### config.mk
export PLATFORM = sky130hd
export DESIGN_NAME = fetch_queue
export DESIGN_NICKNAME = d
export VERILOG_FILES = /design/src/rtl/fetch_queue.sv
export SDC_FILE = /design/constraint.sdc
export NUM_CORES = 1
export LEC_CHECK = 0
export CORE_MARGIN = 8
export CORE_UTILIZATION = 30
export CTS_BUF_LIST = sky130_fd_sc_hd__clkbuf_16
export DETAILED_ROUTE_END_ITERATION = 10
export GPL_TIMING_DRIVEN = 1
export PLACE_DENSITY = 0.53
export RECOVER_POWER = 25
export SLEW_MARGIN = 20
export SYNTH_ARGS = -nofsm -noshare
export SYNTH_HDL_FRONTEND = slang
export SYNTH_SLANG_ARGS = --single-unit
### constraint.sdc
create_clock -name clk -period 8.56 [get_ports clk]
set_clock_uncertainty 0.1 [all_clocks]
set_input_delay 1.712 -clock clk [delete_from_list [all_inputs] [get_ports clk]]
set_output_delay 1.712 -clock clk [all_outputs]
set_load 0.05 [all_outputs]
### src/rtl/fetch_queue.sv
//==============================================================================
// Module  : fetch_queue
// Brief   : Instruction fetch queue owning the fetch PC, one outstanding ibus
//           request and a DEPTH-entry buffer of {pc, instr, misalign}.
// Revision: 1.0 - initial release
//==============================================================================
`default_nettype none

package fetch_queue_pkg;
    typedef struct packed {
        logic        valid;
        logic [63:0] addr;
        logic [2:0]  size;
    } ibus_req_t;

    typedef struct packed {
        logic        data_ok;
        logic [31:0] data;
    } ibus_resp_t;
endpackage

module fetch_queue
    import fetch_queue_pkg::*;
#(
    parameter int          DEPTH    = 4,
    parameter logic [63:0] RESET_PC = 64'h8000_0000
) (
    input  logic                       clk,
    input  logic                       reset,
    output ibus_req_t                  ireq,
    input  ibus_resp_t                 iresp,
    input  logic                       fetch_en,
    input  logic                       redirect_valid,
    input  logic [63:0]                redirect_pc,
    output logic                       out_valid,
    output logic [63:0]                out_pc,
    output logic [31:0]                out_instr,
    output logic                       out_misalign,
    input  logic                       out_ready,
    output logic [$clog2(DEPTH+1)-1:0] count
);

    localparam int                 c_PTR_W = $clog2(DEPTH);
    localparam int                 c_CNT_W = $clog2(DEPTH + 1);
    localparam logic [c_CNT_W:0]   c_DEPTH = (c_CNT_W + 1)'(DEPTH);

    typedef enum logic [1:0] {
        S_IDLE = 2'd0,
        S_REQ  = 2'd1,
        S_DROP = 2'd2
    } state_t;

    state_t               r_state;
    logic [c_PTR_W-1:0]   r_head;
    logic [c_PTR_W-1:0]   r_tail;
    logic [c_CNT_W-1:0]   r_count;
    logic [63:0]          r_fetch_pc;
    logic [63:0]          r_req_pc;
    logic                 r_halted;
    logic [63:0]          r_mem_pc    [DEPTH];
    logic [31:0]          r_mem_instr [DEPTH];
    logic                 r_mem_mis   [DEPTH];

    logic                 w_pop;
    logic                 w_resp_push;
    logic [63:0]          w_launch_pc;
    logic                 w_launch_mis;
    logic [c_CNT_W:0]     w_count_base;
    logic                 w_space;
    logic                 w_try_launch;
    logic                 w_mis_push;
    logic                 w_new_req;
    logic                 w_chain;
    logic                 w_push;
    logic [c_PTR_W-1:0]   w_wr_idx;
    logic [63:0]          w_wr_pc;
    logic [31:0]          w_wr_instr;

    assign w_pop        = out_valid & out_ready & ~redirect_valid;
    assign w_resp_push  = (r_state == S_REQ) & iresp.data_ok & ~redirect_valid;
    assign w_launch_pc  = redirect_valid ? redirect_pc : r_fetch_pc;
    assign w_launch_mis = (w_launch_pc[1:0] != 2'b00);

    // Occupancy after this cycle's flush, pop and response push.
    always_comb begin
        w_count_base = '0;
        if (!redirect_valid) begin
            w_count_base = {1'b0, r_count}
                         + {{c_CNT_W{1'b0}}, w_resp_push}
                         - {{c_CNT_W{1'b0}}, w_pop};
        end
    end

    assign w_space = (w_count_base < c_DEPTH);

    // Cycles in which the launch rule is evaluated against w_launch_pc; a
    // halted fetch only resumes through a redirect.
    assign w_try_launch = ((r_state == S_IDLE) & (~r_halted | redirect_valid))
                        | ((r_state == S_REQ)  & iresp.data_ok & redirect_valid)
                        | ((r_state == S_DROP) & iresp.data_ok);

    assign w_mis_push = w_try_launch & w_launch_mis & w_space;
    assign w_new_req  = w_try_launch & ~w_launch_mis & fetch_en & w_space;
    assign w_chain    = w_resp_push & fetch_en & w_space;
    assign w_push     = w_resp_push | w_mis_push;

    assign w_wr_idx   = redirect_valid ? '0 : r_tail;
    assign w_wr_pc    = w_resp_push ? r_req_pc : w_launch_pc;
    assign w_wr_instr = w_resp_push ? iresp.data : 32'd0;

    always_ff @(posedge clk) begin
        if (reset) begin
            r_state    <= S_IDLE;
            r_head     <= '0;
            r_tail     <= '0;
            r_count    <= '0;
            r_fetch_pc <= RESET_PC;
            r_req_pc   <= '0;
            r_halted   <= 1'b0;
            for (int i = 0; i < DEPTH; i++) begin
                r_mem_pc[i]    <= '0;
                r_mem_instr[i] <= '0;
                r_mem_mis[i]   <= 1'b0;
            end
        end else begin
            if (w_push) begin
                r_mem_pc[w_wr_idx]    <= w_wr_pc;
                r_mem_instr[w_wr_idx] <= w_wr_instr;
                r_mem_mis[w_wr_idx]   <= ~w_resp_push;
            end

            r_head  <= redirect_valid ? '0 : r_head + c_PTR_W'(w_pop);
            r_tail  <= w_wr_idx + c_PTR_W'(w_push);
            r_count <= c_CNT_W'(w_count_base + {{c_CNT_W{1'b0}}, w_mis_push});

            if (redirect_valid) begin
                r_fetch_pc <= redirect_pc;
            end else if (w_resp_push) begin
                r_fetch_pc <= r_req_pc + 64'd4;
            end

            if (w_new_req) begin
                r_req_pc <= w_launch_pc;
            end else if (w_chain) begin
                r_req_pc <= r_req_pc + 64'd4;
            end

            if (w_mis_push) begin
                r_halted <= 1'b1;
            end else if (redirect_valid) begin
                r_halted <= 1'b0;
            end

            case (r_state)
                S_IDLE: begin
                    if (w_new_req) begin
                        r_state <= S_REQ;
                    end
                end
                S_REQ: begin
                    if (iresp.data_ok) begin
                        r_state <= (w_new_req || w_chain) ? S_REQ : S_IDLE;
                    end else if (redirect_valid) begin
                        r_state <= S_DROP;
                    end
                end
                S_DROP: begin
                    if (iresp.data_ok) begin
                        r_state <= w_new_req ? S_REQ : S_IDLE;
                    end
                end
                default: r_state <= S_IDLE;
            endcase
        end
    end

    assign ireq.valid = (r_state != S_IDLE);
    assign ireq.addr  = r_req_pc;
    assign ireq.size  = 3'd0;

    assign out_valid    = (r_count != '0);
    assign out_pc       = r_mem_pc[r_head];
    assign out_instr    = r_mem_instr[r_head];
    assign out_misalign = r_mem_mis[r_head];
    assign count        = r_count;

endmodule

`default_nettype wire

* After elaboration in Yosys (flattened, before gate mapping)
Memories as Yosys holds them, arrays and structs flattened. A register that Yosys moved wholly into a read port is not among the register bits. Index checks and enable logic that the tools add are counted.
Word-level totals: register bits 138, logic and storage cells 92, bits in writable memories 388, input bits 102, output and inout port bits 169, memories kept 3
Memory list:
- r_mem_pc | depth 4, bits a word 64, read ports 1, clocked after memory_dff 1, wr ports 4, RTL line 60 | logic [63:0] r_mem_pc [DEPTH];
- r_mem_instr | depth 4, bits a word 32, read ports 1, clocked after memory_dff 1, wr ports 4, RTL line 61 | logic [31:0] r_mem_instr [DEPTH];
- r_mem_mis | depth 4, bits a word 1, read ports 1, clocked after memory_dff 1, wr ports 4, RTL line 62 | logic r_mem_mis [DEPTH];
Cells by class: add/subtract/negate cells 6, reductions and logical operators 13, mux-type cells 35, $lt $le $gt $ge 1, equal/unequal tests 5, bitwise operators 22
Operator list (count):
- 2-to-1 mux 64 bit | 7
- adder 64 x 3 -> 64 bit, second input constant | 1
- 2-to-1 mux 32 bit | 2
- OR reduction 64 bit | 1
- OR reduction 32 bit | 1
- 2-to-1 mux 2 bit | 11
- bitwise AND 1 bit | 14
- 2-to-1 mux 1 bit | 13
- nonzero test 2 bit | 5
- one-hot mux 2 bit (3 select lines) | 1
- adder 2 x 1 -> 2 bit | 2
- adder 3 x 1 -> 4 bit | 1
- less-than comparator 4 x 3 -> 1 bit, second input constant | 1
- 2-to-1 mux 4 bit | 1
- inequality test 2 bit, second input constant | 2
- inverter 1 bit | 4
- OR 1 bit | 4
- subtractor 4 x 1 -> 4 bit | 1
- adder 3 x 1 -> 3 bit | 1
- inequality test 3 bit, second input constant | 1
- AND reduction 3 bit | 1
- nonzero test 3 bit | 1
- equality test 2 x 1 -> 1 bit, second input constant | 1
- equality test 2 bit, second input constant | 1
- 4 further kinds | 4

* Logic depth before layout (Yosys ltp)
depth after elaboration 14, mapped depth 17, mapped depth without buffers 16

* Worst setup path after synthesis
No wires, ideal clock.
path type in2reg, start point input redirect_valid, end point memory r_mem_instr[2][0], enable pin, slack 1.084 ns, stages 16, arrival 6.917 ns, buffers on the path 6, data required time 8.001 ns, library setup time 0.459 ns, cells stage by stage buf_2 -> buf_1 -> buf_1 -> clkbuf_1 -> nor2_1 -> ha_1 -> inv_1 -> fa_1 -> nor2_1 -> a221oi_1 -> o21ai_1 -> or3_1 -> a211o_1 -> buf_2 -> buf_2 -> nand2_1
RTL lines:
- start, declared | RTL line 33 | input logic redirect_valid,
- end, declared | RTL line 61

==> flow_summary_export.csv <==
group,metric,value,unit
place,gp_congestion,0.812,
floorplan,ios,271,
clock_network,cts_setup_buffers,0,
sta,setup_ws,1320,ps
floorplan,die_w,302,µm
critical_path,arrival,7590,ps
logic_synthesis,yosysTopAreaCell,"edfxtp_1",
sta,setup_viol,0,
place,placed_cell_area,0.0283,mm²
sta,fin_crit,7240,ps
detailed_routing,drt_wl_total,84.3,mm
logic_synthesis,ys_warn_count,0,
critical_path,critPathTopFamily,"buffers and inverters",
critical_path,crit_type,"in -> reg",
power_and_ir_drop,p_leak,10.9,nW
logic_synthesis,syn_inst,2099,
power_and_ir_drop,total_power,7.93,mW
logic_synthesis,synthFlopType,"edfxtp_1",
clock_network,clockBufferDepth,3,
clock_network,clock-root-buffer,"clkbuf_16",
grt,antenna_found_initial,7,
power_and_ir_drop,peakVddDrop,0.152,mV
detailed_routing,wl_per_cell,24.7,µm
place,numPortBuffers,267,
sta,fin_tns_setup,0,ps
critical_path,required,8910,ps
floorplan,rows,105,
logic_synthesis,yosysSeqAreaShare,58.8,%
detailed_routing,drc_errors,0,
logic_synthesis,syn_area_per_cell,11.7,µm²
sta,tightest_slew,4010,ps
place,post-place-ws,1390,ps
logic_synthesis,ys_seq_elements,526,
place,placed_cells,3306,
finish,instances_no_fill,3417,
critical_path,crit_buf_inv,3,
clock_network,postCtsHoldBufs,0,
worst_hold_path,worstHoldStart,"r_req_pc[0]$_SDFFE_PP0P_",
finish,area_growth,22.1,%
critical_path,critical_path.startpoint,"iresp[32]",
logic_synthesis,syn_area,0.0245,mm²
floorplan,core-area,0.0815,mm²
finish,final_util,36.7,%
grt,grt_pass1_wl,122,mm
finish,finish.instance_area,0.0299,mm²
sta,rsz0062_at_grt,"false",
clock_network,cts_made_buffers,58,
sta,max_freq,0.138,GHz
run_status,status,"finished with violations",
clock_network,cts_sinks,526,
grt,grt_max_degree,67,
floorplan,die_area,0.0911,mm²
critical_path,crit_top_cell,"clkbuf_1",
detailed_routing,antenna_left,0,
clock_network,cts_max_level,2,
floorplan,start_util,30.1,%
detailed_routing,drt-pass1-iter-count,5,
detailed_routing,drtIter0Drc,1655,
worst_hold_path,hold_path.class,"reg -> reg",
logic_synthesis,synth-edff-count,388,
finish,final_cell_mix,"388 x edfxtp_1, 387 x nor2_1, 171 x nand2_1, 155 x clkdlybuf4s50_1, 137 x dfxtp_1",
sta,hold_slack,409,ps
clock_network,path_clk_slew,60,ps
clock_network,cts_tree,"done",
critical_path,timing.rr.start,"r_state[0]$_SDFFE_PP0P_",
finish,layout-drive-gt1-share,10.6,%
detailed_routing,vias_per_cell,5.26,
sta,drv_slew,302,
logic_synthesis,ys_types,75,
floorplan,die_h,302,µm
critical_path,path_cells,"dlygate4sd3_1 -> nor4bb_1 -> clkbuf_1 -> clkbuf_1 -> o21ai_0 -> nor2_1",
grt,grt_pass1_vias,18000,
sta,relSlewSlack,-168,%
place,dp_hpwl,54.0,mm
grt,track_usage,17.9,%
critical_path,cp_max_fo,66,
detailed_routing,vias,18000,
logic_synthesis,synth_area_leaders,"edfxtp_1 48%, dfxtp_1 11%, mux4_2 8.9%, nor2_1 5.9%, nand2_1 2.7%",
run,maxCapViolCount,6,
run_status,violations,"max-capacitance violations, max-slew violations",
finish,layout_commonest_cell,"edfxtp_1",
logic_synthesis,synth.top_cell.area_share,47.5,%
sta,final-hold-violation-count,0,
power_and_ir_drop,power_density,265,mW/mm²
critical_path,slowest_delay,2840,ps
logic_synthesis,async_reset_ff_share,0,%
finish,nNetsFinal,2406,
clock_network,worstSkewPairLatency,630,ps
grt,grt_overflow,0,
critical_path,crit_slowest_cell,"clkbuf_1",
critical_path,crit_path_end_kind,"flip-flop",
clock_network,ctsResizeCount,0,
critical_path,crit_path_start_kind,"input pin",
sta,period_share,84.5,%
## routing by layer
layer / wire (µm) / up-vias / track usage [%]
met5: 21 / - / 0
met4: 2010 / 4 / 4.54
met3: 7570 / 127 / 5.04
met2: 40000 / 716 / 29.5
met1: 34700 / 9067 / 23.0
li1: - / 8062 / -
## sequential cells by signal (all words and copies together) (netlist names)
signal,count
r_mem_pc,256
r_mem_instr,128
r_fetch_pc,64
r_req_pc,64
r_mem_mis,4
count,3
r_head,2
r_state,2
r_tail,2
r_halted,1
## power by group
group          leakage, nW  total, mW  internal, mW  switching, mW
Combinational         4.80       2.36         0.738           1.62
Sequential            5.17       3.28          3.07          0.215
Clock                0.918       2.30          1.26           1.04
Total                 10.9       7.93          5.06           2.87
## final cells by class
cell class              count  area, µm²
fillers                  7911      51500
clock inverters            49        229
inverters                  52        196
flip-flops and latches    526      14400
diodes                      2       5.00
repair buffers            302       2950
well taps                1070       1340
clock buffers              60       1500
multi-input cells        1356       9280
## cell usage after synthesis (34+ instances only)
| library cell | count |
|---|---|
| edfxtp_1 | 388 |
| nor2_1 | 388 |
| nand2_1 | 176 |
| dfxtp_1 | 138 |
| a21oi_1 | 111 |
| mux4_2 | 97 |
| clkbuf_1 | 95 |
| o21ai_0 | 89 |
| inv_1 | 52 |
| mux2i_1 | 52 |
| and2_1 | 38 |
| xnor2_1 | 37 |
| buf_2 | 35 |
| nor3_1 | 34 |
## cell families (layout without fill, tap and decap cells)
family	count (synthesis)	after routing	synth area share (%)
XOR/XNOR	55	55	1.97
AND/OR/NAND/NOR	773	773	14.2
adder cells (fa/ha/maj)	8	8	0.439
other	1	5	0.0153
buffers and inverters	219	463	3.71
multiplexers	167	167	11.9
AO/OA/AOI/OAI	350	350	9.01
flip-flops	526	526	58.8
## worst paths after layout
check | slack [ps] | end | cells after the start
setup / recovery | 1320 | r_mem_pc[2][49]$_SDFFCE_PN0P_ | 6
hold / removal | 410 | r_req_pc[0]$_SDFFE_PP0P_ | 1
setup reg to reg | 2720 | r_mem_pc[2][49]$_SDFFCE_PN0P_ | 5
hold reg to reg | 410 | r_req_pc[0]$_SDFFE_PP0P_ | 1
Note: power is estimated with default switching activity, not from simulation.
